--- config.mk ---
export PLATFORM = sky130hd
export DESIGN_NAME = alu_sequencer
export DESIGN_NICKNAME = d
export VERILOG_FILES = /design/src/rtl/alu_seq_pkg.sv /design/src/rtl/alu_sequencer.sv
export SDC_FILE = /design/constraint.sdc
export NUM_CORES = 1
export LEC_CHECK = 0
export BUFFER_PORTS_ARGS = -buffer_cell sky130_fd_sc_hd__buf_4
export CORE_MARGIN = 2
export CORE_UTILIZATION = 52
export CTS_CLUSTER_DIAMETER = 80
export DETAILED_ROUTE_END_ITERATION = 8
export GPL_TIMING_DRIVEN = 0
export HOLD_SLACK_MARGIN = 0.12
export PLACE_DENSITY = 0.81
export SETUP_SLACK_MARGIN = 0.15
export SYNTH_ARGS = -nofsm -noshare
export SYNTH_HDL_FRONTEND = slang
export SYNTH_SLANG_ARGS = --single-unit
--- constraint.sdc ---
create_clock -name clk -period 4.1 [get_ports clk]
set_clock_uncertainty 0.2 [all_clocks]
set_input_delay 1.025 -clock clk [delete_from_list [all_inputs] [get_ports clk]]
set_output_delay 1.025 -clock clk [all_outputs]
set_load 0.05 [all_outputs]
--- src/rtl/alu_seq_pkg.sv ---
// Shared types and constants for the ALU sequencer: FSM states, opcodes and
// instruction field offsets (offsets above the WIDTH-bit immediate).
package alu_seq_pkg;

   typedef enum logic [1:0] {
      S_IDLE  = 2'd0,
      S_FETCH = 2'd1,
      S_EXEC  = 2'd2,
      S_WB    = 2'd3
   } state_t;

   localparam logic [7:0] OP_ADD  = 8'h07;
   localparam logic [7:0] OP_SUB  = 8'h08;
   localparam logic [7:0] OP_ST   = 8'h1D;
   localparam logic [7:0] OP_STN  = 8'h1E;
   localparam logic [7:0] OP_JMP  = 8'h21;
   localparam logic [7:0] OP_JMPC = 8'h22;
   localparam logic [7:0] OP_END  = 8'h3F;

   // Instruction word is {op, src1[1:0], src2[1:0], imm}; offsets relative to WIDTH
   localparam int SRC2_OFS = 0;
   localparam int SRC1_OFS = 2;
   localparam int OP_OFS   = 4;

endpackage

--- src/rtl/alu_sequencer.sv ---
// Fetch/execute/writeback sequencer driving an external ALU from an instruction
// memory; keeps the accumulator, program counter and registered carry/borrow.
module alu_sequencer
   import alu_seq_pkg::*;
#(
   parameter int WIDTH    = 8,
   parameter int IWIDTH   = 8,
   parameter int PC_WIDTH = 8
) (
   input  logic                      clk,
   input  logic                      rst_n,
   input  logic                      start,
   output logic                      imem_req,
   output logic [PC_WIDTH-1:0]       imem_addr,
   input  logic                      imem_valid,
   input  logic [IWIDTH+4+WIDTH-1:0] imem_data,
   output logic [IWIDTH-1:0]         alu_op_code,
   output logic [1:0]                alu_src1_choice,
   output logic [1:0]                alu_src2_choice,
   output logic [WIDTH-1:0]          alu_imm,
   output logic                      alu_c_in,
   output logic                      alu_b_in,
   input  logic [WIDTH-1:0]          alu_out,
   input  logic                      alu_c_out,
   input  logic                      alu_b_out,
   input  logic                      alu_flag_valid,
   output logic [WIDTH-1:0]          acc,
   output logic                      st_we,
   output logic [WIDTH-1:0]          st_data,
   output logic                      busy,
   output logic                      done
);

   localparam int IW = IWIDTH + 4 + WIDTH;

   state_t              state, state_nx;
   logic [PC_WIDTH-1:0] pc;
   logic [WIDTH-1:0]    acc_q;
   logic [WIDTH-1:0]    result_q;
   logic [IW-1:0]       instr_q;
   logic                carry_q;
   logic                borrow_q;
   logic                done_q;

   logic [IWIDTH-1:0]   op;
   logic [WIDTH-1:0]    imm;
   logic                is_store, is_jmp, is_jmpc, is_end;
   logic [PC_WIDTH-1:0] jump_target;

   assign op          = instr_q[WIDTH+OP_OFS +: IWIDTH];
   assign imm         = instr_q[WIDTH-1:0];
   assign is_store    = (op == IWIDTH'(OP_ST)) || (op == IWIDTH'(OP_STN));
   assign is_jmp      = (op == IWIDTH'(OP_JMP));
   assign is_jmpc     = (op == IWIDTH'(OP_JMPC));
   assign is_end      = (op == IWIDTH'(OP_END));
   assign jump_target = PC_WIDTH'(imm);

   assign imem_addr       = pc;
   assign alu_op_code     = op;
   assign alu_src1_choice = instr_q[WIDTH+SRC1_OFS +: 2];
   assign alu_src2_choice = instr_q[WIDTH+SRC2_OFS +: 2];
   assign alu_imm         = imm;
   assign alu_c_in        = carry_q;
   assign alu_b_in        = borrow_q;
   assign acc             = acc_q;
   assign st_data         = st_we ? result_q : '0;
   assign busy            = (state != S_IDLE);
   assign done            = done_q;

   always_comb begin
      state_nx = state;
      imem_req = 1'b0;
      st_we    = 1'b0;
      case (state)
         S_IDLE:  if (start) state_nx = S_FETCH;
         S_FETCH: begin
            imem_req = 1'b1;
            if (imem_valid) state_nx = S_EXEC;
         end
         S_EXEC: begin
            if (is_end)                 state_nx = S_IDLE;
            else if (is_jmp || is_jmpc) state_nx = S_FETCH;
            else                        state_nx = S_WB;
         end
         S_WB: begin
            st_we    = is_store;
            state_nx = S_FETCH;
         end
         default: state_nx = S_IDLE;
      endcase
   end

   always_ff @(posedge clk) begin
      if (!rst_n) begin
         state    <= S_IDLE;
         pc       <= '0;
         acc_q    <= '0;
         result_q <= '0;
         instr_q  <= '0;
         carry_q  <= 1'b0;
         borrow_q <= 1'b0;
         done_q   <= 1'b0;
      end else begin
         state  <= state_nx;
         done_q <= (state == S_EXEC) && is_end;
         case (state)
            S_IDLE: if (start) begin
               pc       <= '0;
               carry_q  <= 1'b0;
               borrow_q <= 1'b0;
            end
            S_FETCH: if (imem_valid) instr_q <= imem_data;
            S_EXEC: begin
               // Control-flow ops leave the result and flags untouched
               if (is_jmp) begin
                  pc <= jump_target;
               end else if (is_jmpc) begin
                  pc <= acc_q[0] ? jump_target : pc + 1'b1;
               end else if (!is_end) begin
                  result_q <= alu_out;
                  if (alu_flag_valid) begin
                     carry_q  <= alu_c_out;
                     borrow_q <= alu_b_out;
                  end
               end
            end
            S_WB: begin
               if (!is_store) acc_q <= result_q;
               pc <= pc + 1'b1;
            end
            default: ;
         endcase
      end
   end

endmodule
==> impl_metrics.py <==
metrics = {
    "placement": {
        "place_ws_ns": 1.061,
        "dp_hpwl_mm": 4.105,
        "portBuffers": 83,
        "gp_congestion": 0.8804,
    },
    "clock_network": {
        "cts.repair.resized": 0,
        "hold_buffers": 0,
        "htreeDepth": 2,
        "clk_path_buf_depth": 2,
        "clk_pin_slew_ns": 0.09,
        "cts_tree": "done",
        "post_cts_buffers": 0,
        "cts_root_buffer": "clkbuf_8",
        "cts_made_buffers": 5,
        "numClockSinks": 49,
        "clkLatencyLatePin_ns": 0.30,
    },
    "sta": {
        "tns_ns": 0,
        "worst_pin_slew_ns": 0.7909,
        "maxSlewHeadroom_pct": 46.79,
        "rsz0062_at_grt": "no",
        "holdWs_ns": 0.2690,
        "fmax_mhz": 297.1,
        "postLayoutSetupSlackWorst_ns": 0.7341,
        "finalCritPeriodShare_pct": 82.10,
        "hold_violations": 0,
        "drv_slew": 0,
        "finalSetupViolCount": 0,
        "fin_crit_ns": 3.366,
    },
    "cells_and_area": {
        "drive_gt1_share_pct": 29.46,
        "multi_input_area_sq_um": 1190,
        "layout.nets": 375,
        "fill_cells": 354,
        "n_antenna_cell": 0,
        "syn_to_final_growth_pct": 35.71,
        "seqCellArea_sq_um": 980.9,
    },
    "routing": {
        "avgRoutedWirePerCell_microns": 14.16,
        "final_antenna_net_count": 0,
        "drc": 0,
        "vias": 2050,
        "viasPerCell": 5.311,
        "drt-initial-drc-count": 103,
        "firstDrtPassIters": 4,
        "routed_wl_mm": 5.467,
    },
    "setup_path": {
        "slowest_delay_ns": 0.48,
        "crit_chain": "nand3_1 > or3_1 > nor4_4 > and2_1 > buf_4",
        "cp-start-kind": "flop",
        "cp-end-kind": "output port",
        "required_ns": 2.87,
        "cp_data_arrival_time_ns": 2.14,
        "worstPathMaxFanout": 9,
        "critical_path_class": "reg2out",
        "slowest_stage": "nor4_4",
    },
    "floorplanning": {
        "die_h_microns": 69.72,
        "ioPinCount": 85,
        "start_util_pct": 54.96,
        "die-area_sq_um": 4861,
        "core_area_sq_um": 4086,
        "row_count": 23,
        "die_w_microns": 69.72,
    },
    "yosys": {
        "syn_inst": 245,
        "synth_top_family_by_area": "simple AND/OR/NAND/NOR gates",
        "yosys.area_share.xor_xnor_pct": 0.7799,
        "synth_adder_area_share_pct": 2.786,
        "synth-compound-area-share_pct": 19.50,
        "synth-seq-cells": 49,
        "ys_types": 33,
        "post_synth_and_or_nand_nor_area_fraction_pct": 21.23,
        "synth-warning-count": 0,
        "synth_nets": 285,
        "avgSynthCellArea_sq_um": 9.167,
        "yosysSeqAreaShare_pct": 43.68,
        "muxShareOfSynthArea_pct": 8.022,
        "netlist_area_sq_um": 2246,
    },
    "global_routing": {
        "grtUsageTotal_pct": 23.24,
        "gr-total-overflow": 0,
        "grt_max_degree": 15,
        "grt_pass1_vias": 1919,
        "antenna_found_initial": 0,
        "grt_pass1_wl_mm": 9.108,
    },
    "hold_path": {
        "min_path_type": "reg2reg",
    },
    "power": {
        "leakage_uw": 0.001299,
        "p_int_uw": 750.8,
        "cellPowerDensity_nw_per_um2": 364.2,
        "p_sw_uw": 359.1,
        "power_frac_comb_pct": 24.5,
        "clkPwrFrac_pct": 28.2,
        "ir_worst_vdd_v": 0.0002472,
        "swShare_pct": 32.36,
        "seq_power_share_pct": 47.3,
    },
    "outcome": {
        "status": "finished, final reports clean",
    },
    "run": {
        "drv_cap": 0,
    },
}
## cells in the mapped netlist (all sizes together)
master | n | share of area [%]
xor2 | 1 | 0.39
nand3b | 1 | 0.33
and3 | 6 | 1.7
clkbuf | 12 | 2.0
o21ai | 12 | 2.7
nand2 | 42 | 7.0
dfxtp | 49 | 44
o21ba | 1 | 0.45
a21boi | 20 | 6.7
nor2 | 2 | 0.45
mux2i | 18 | 8.0
nor4b | 1 | 0.39
a2bb2oi | 1 | 0.39
and2 | 10 | 2.8
nor4 | 2 | 0.56
o2111ai | 1 | 0.39
inv | 10 | 1.7
o41ai | 1 | 1.2
nand3 | 7 | 1.6
o31ai | 1 | 0.95
buf | 1 | 0.33
a21o | 1 | 0.33
a32o | 10 | 4.5
a22oi | 1 | 0.33
nor2b | 19 | 5.3
o221a | 1 | 0.50
or3 | 1 | 0.28
xnor2 | 1 | 0.39
ha | 5 | 2.8
or4b | 2 | 0.89
a21oi | 5 | 1.1
## worst paths after layout
| check | startpoint | to | slack (ns) | cells past startpoint |
|---|---|---|---|---|
| max | instr_q[14] | st_data[0] | 0.73 | 5 |
| min | instr_q[9] | instr_q[9] | 0.27 | 2 |
| max reg2reg | instr_q[17] | imem_addr[5] | 1.56 | 5 |
| min reg2reg | instr_q[9] | instr_q[9] | 0.27 | 2 |
## registers in the layout, summed over array words and instances, names as in the netlist
signal     flops
acc            8
alu_b_in       1
alu_c_in       1
done           1
imem_addr      8
instr_q       20
result_q       8
state          2
## layer usage
| metal | vias to the layer above | wire [microns] | global-route usage (%) |
|---|---|---|---|
| li1 | 1028 | - | - |
| met3 | 7 | 387 | 5.087 |
| met1 | 942 | 2436 | 30.52 |
| met4 | 0 | 74 | 7.692 |
| met5 | - | 0 | 0 |
| met2 | 73 | 2568 | 38.03 |
## critical path, delay by kind of cell (launching register included)
family	cells	cell delay (ns)
buffers and inverters	1	0.20
DFF	1	0.40
and+or+nand+nor	4	1.23
## cell families (layout without fill, tap and decap cells)
family                     Yosys count  count (layout)
and+or+nand+nor                     93              93
AOI/OAI and AO/OA                   55              55
DFF                                 49              49
buffers and inverters               23             114
muxes                               18              18
adders and majority gates            5               5
xor gates and xnor gates             2               2
## power by group through the flow
stage                     Combinational [uW]  Sequential, uW  Clock (uW)
after floorplan                          119             596           0
after global placement                   268             535           0
after detailed placement                 272             536           0
after CTS                                272             525         312
after global routing                     294             529         332
final                                    272             525         313
## placed cells by master (no fill, tap or decap)
master | Yosys | layout
clkbuf_1 | 12 | 12
nand3b_1 | 1 | 1
o21ba_2 | 1 | 1
nor2b_1 | 19 | 19
a2bb2oi_1 | 1 | 1
xor2_1 | 1 | 1
xnor2_1 | 1 | 1
or4b_1 | 1 | 1
ha_1 | 5 | 5
a21boi_0 | 20 | 20
o41ai_4 | 1 | 1
o221a_2 | 1 | 1
a21oi_1 | 5 | 5
or4b_2 | 1 | 1
o31ai_4 | 1 | 1
o2111ai_1 | 1 | 1
nand3_1 | 7 | 7
a22oi_1 | 1 | 1
o21ai_0 | 12 | 12
buf_4 | 1 | 84
a21o_1 | 1 | 1
nor4_4 | 0 | 1
or3_1 | 1 | 1
nor4b_1 | 1 | 1
a32o_1 | 10 | 10
mux2i_1 | 18 | 18
inv_1 | 10 | 10
nand2_1 | 42 | 42
dfxtp_1 | 49 | 49
clkinv_2 | 0 | 1
and2_1 | 10 | 10
nor4_1 | 2 | 1
nor2_2 | 1 | 1
clkbuf_8 | 0 | 7
and3_1 | 6 | 6
nor2_1 | 1 | 1
## layout make-up
cell class,count,share of cell area (%)
multi-input cells,173,39.04
flip-flops and latches,49,32.18
repair buffers,83,20.44
clock buffers,7,3.161
well taps,50,2.053
plain buffers,13,1.724
inverters,10,1.232
clock inverters,1,0.1642
## stage by stage
stage | power [uW] | std cells | util [%] | instance area (sq um)
finish | 1110 | 386 | 74.59 | 3048
global route | 1155 | 386 | 74.59 | 3048
CTS | 1110 | 386 | 74.59 | 3048
detailed placement | 807.2 | 378 | 72.11 | 2947
global placement | 802.4 | 378 | 72.11 | 2947
floorplan | 715.0 | 245 | - | 2261
No activity file was read; power rests on OpenSTA's default activity.
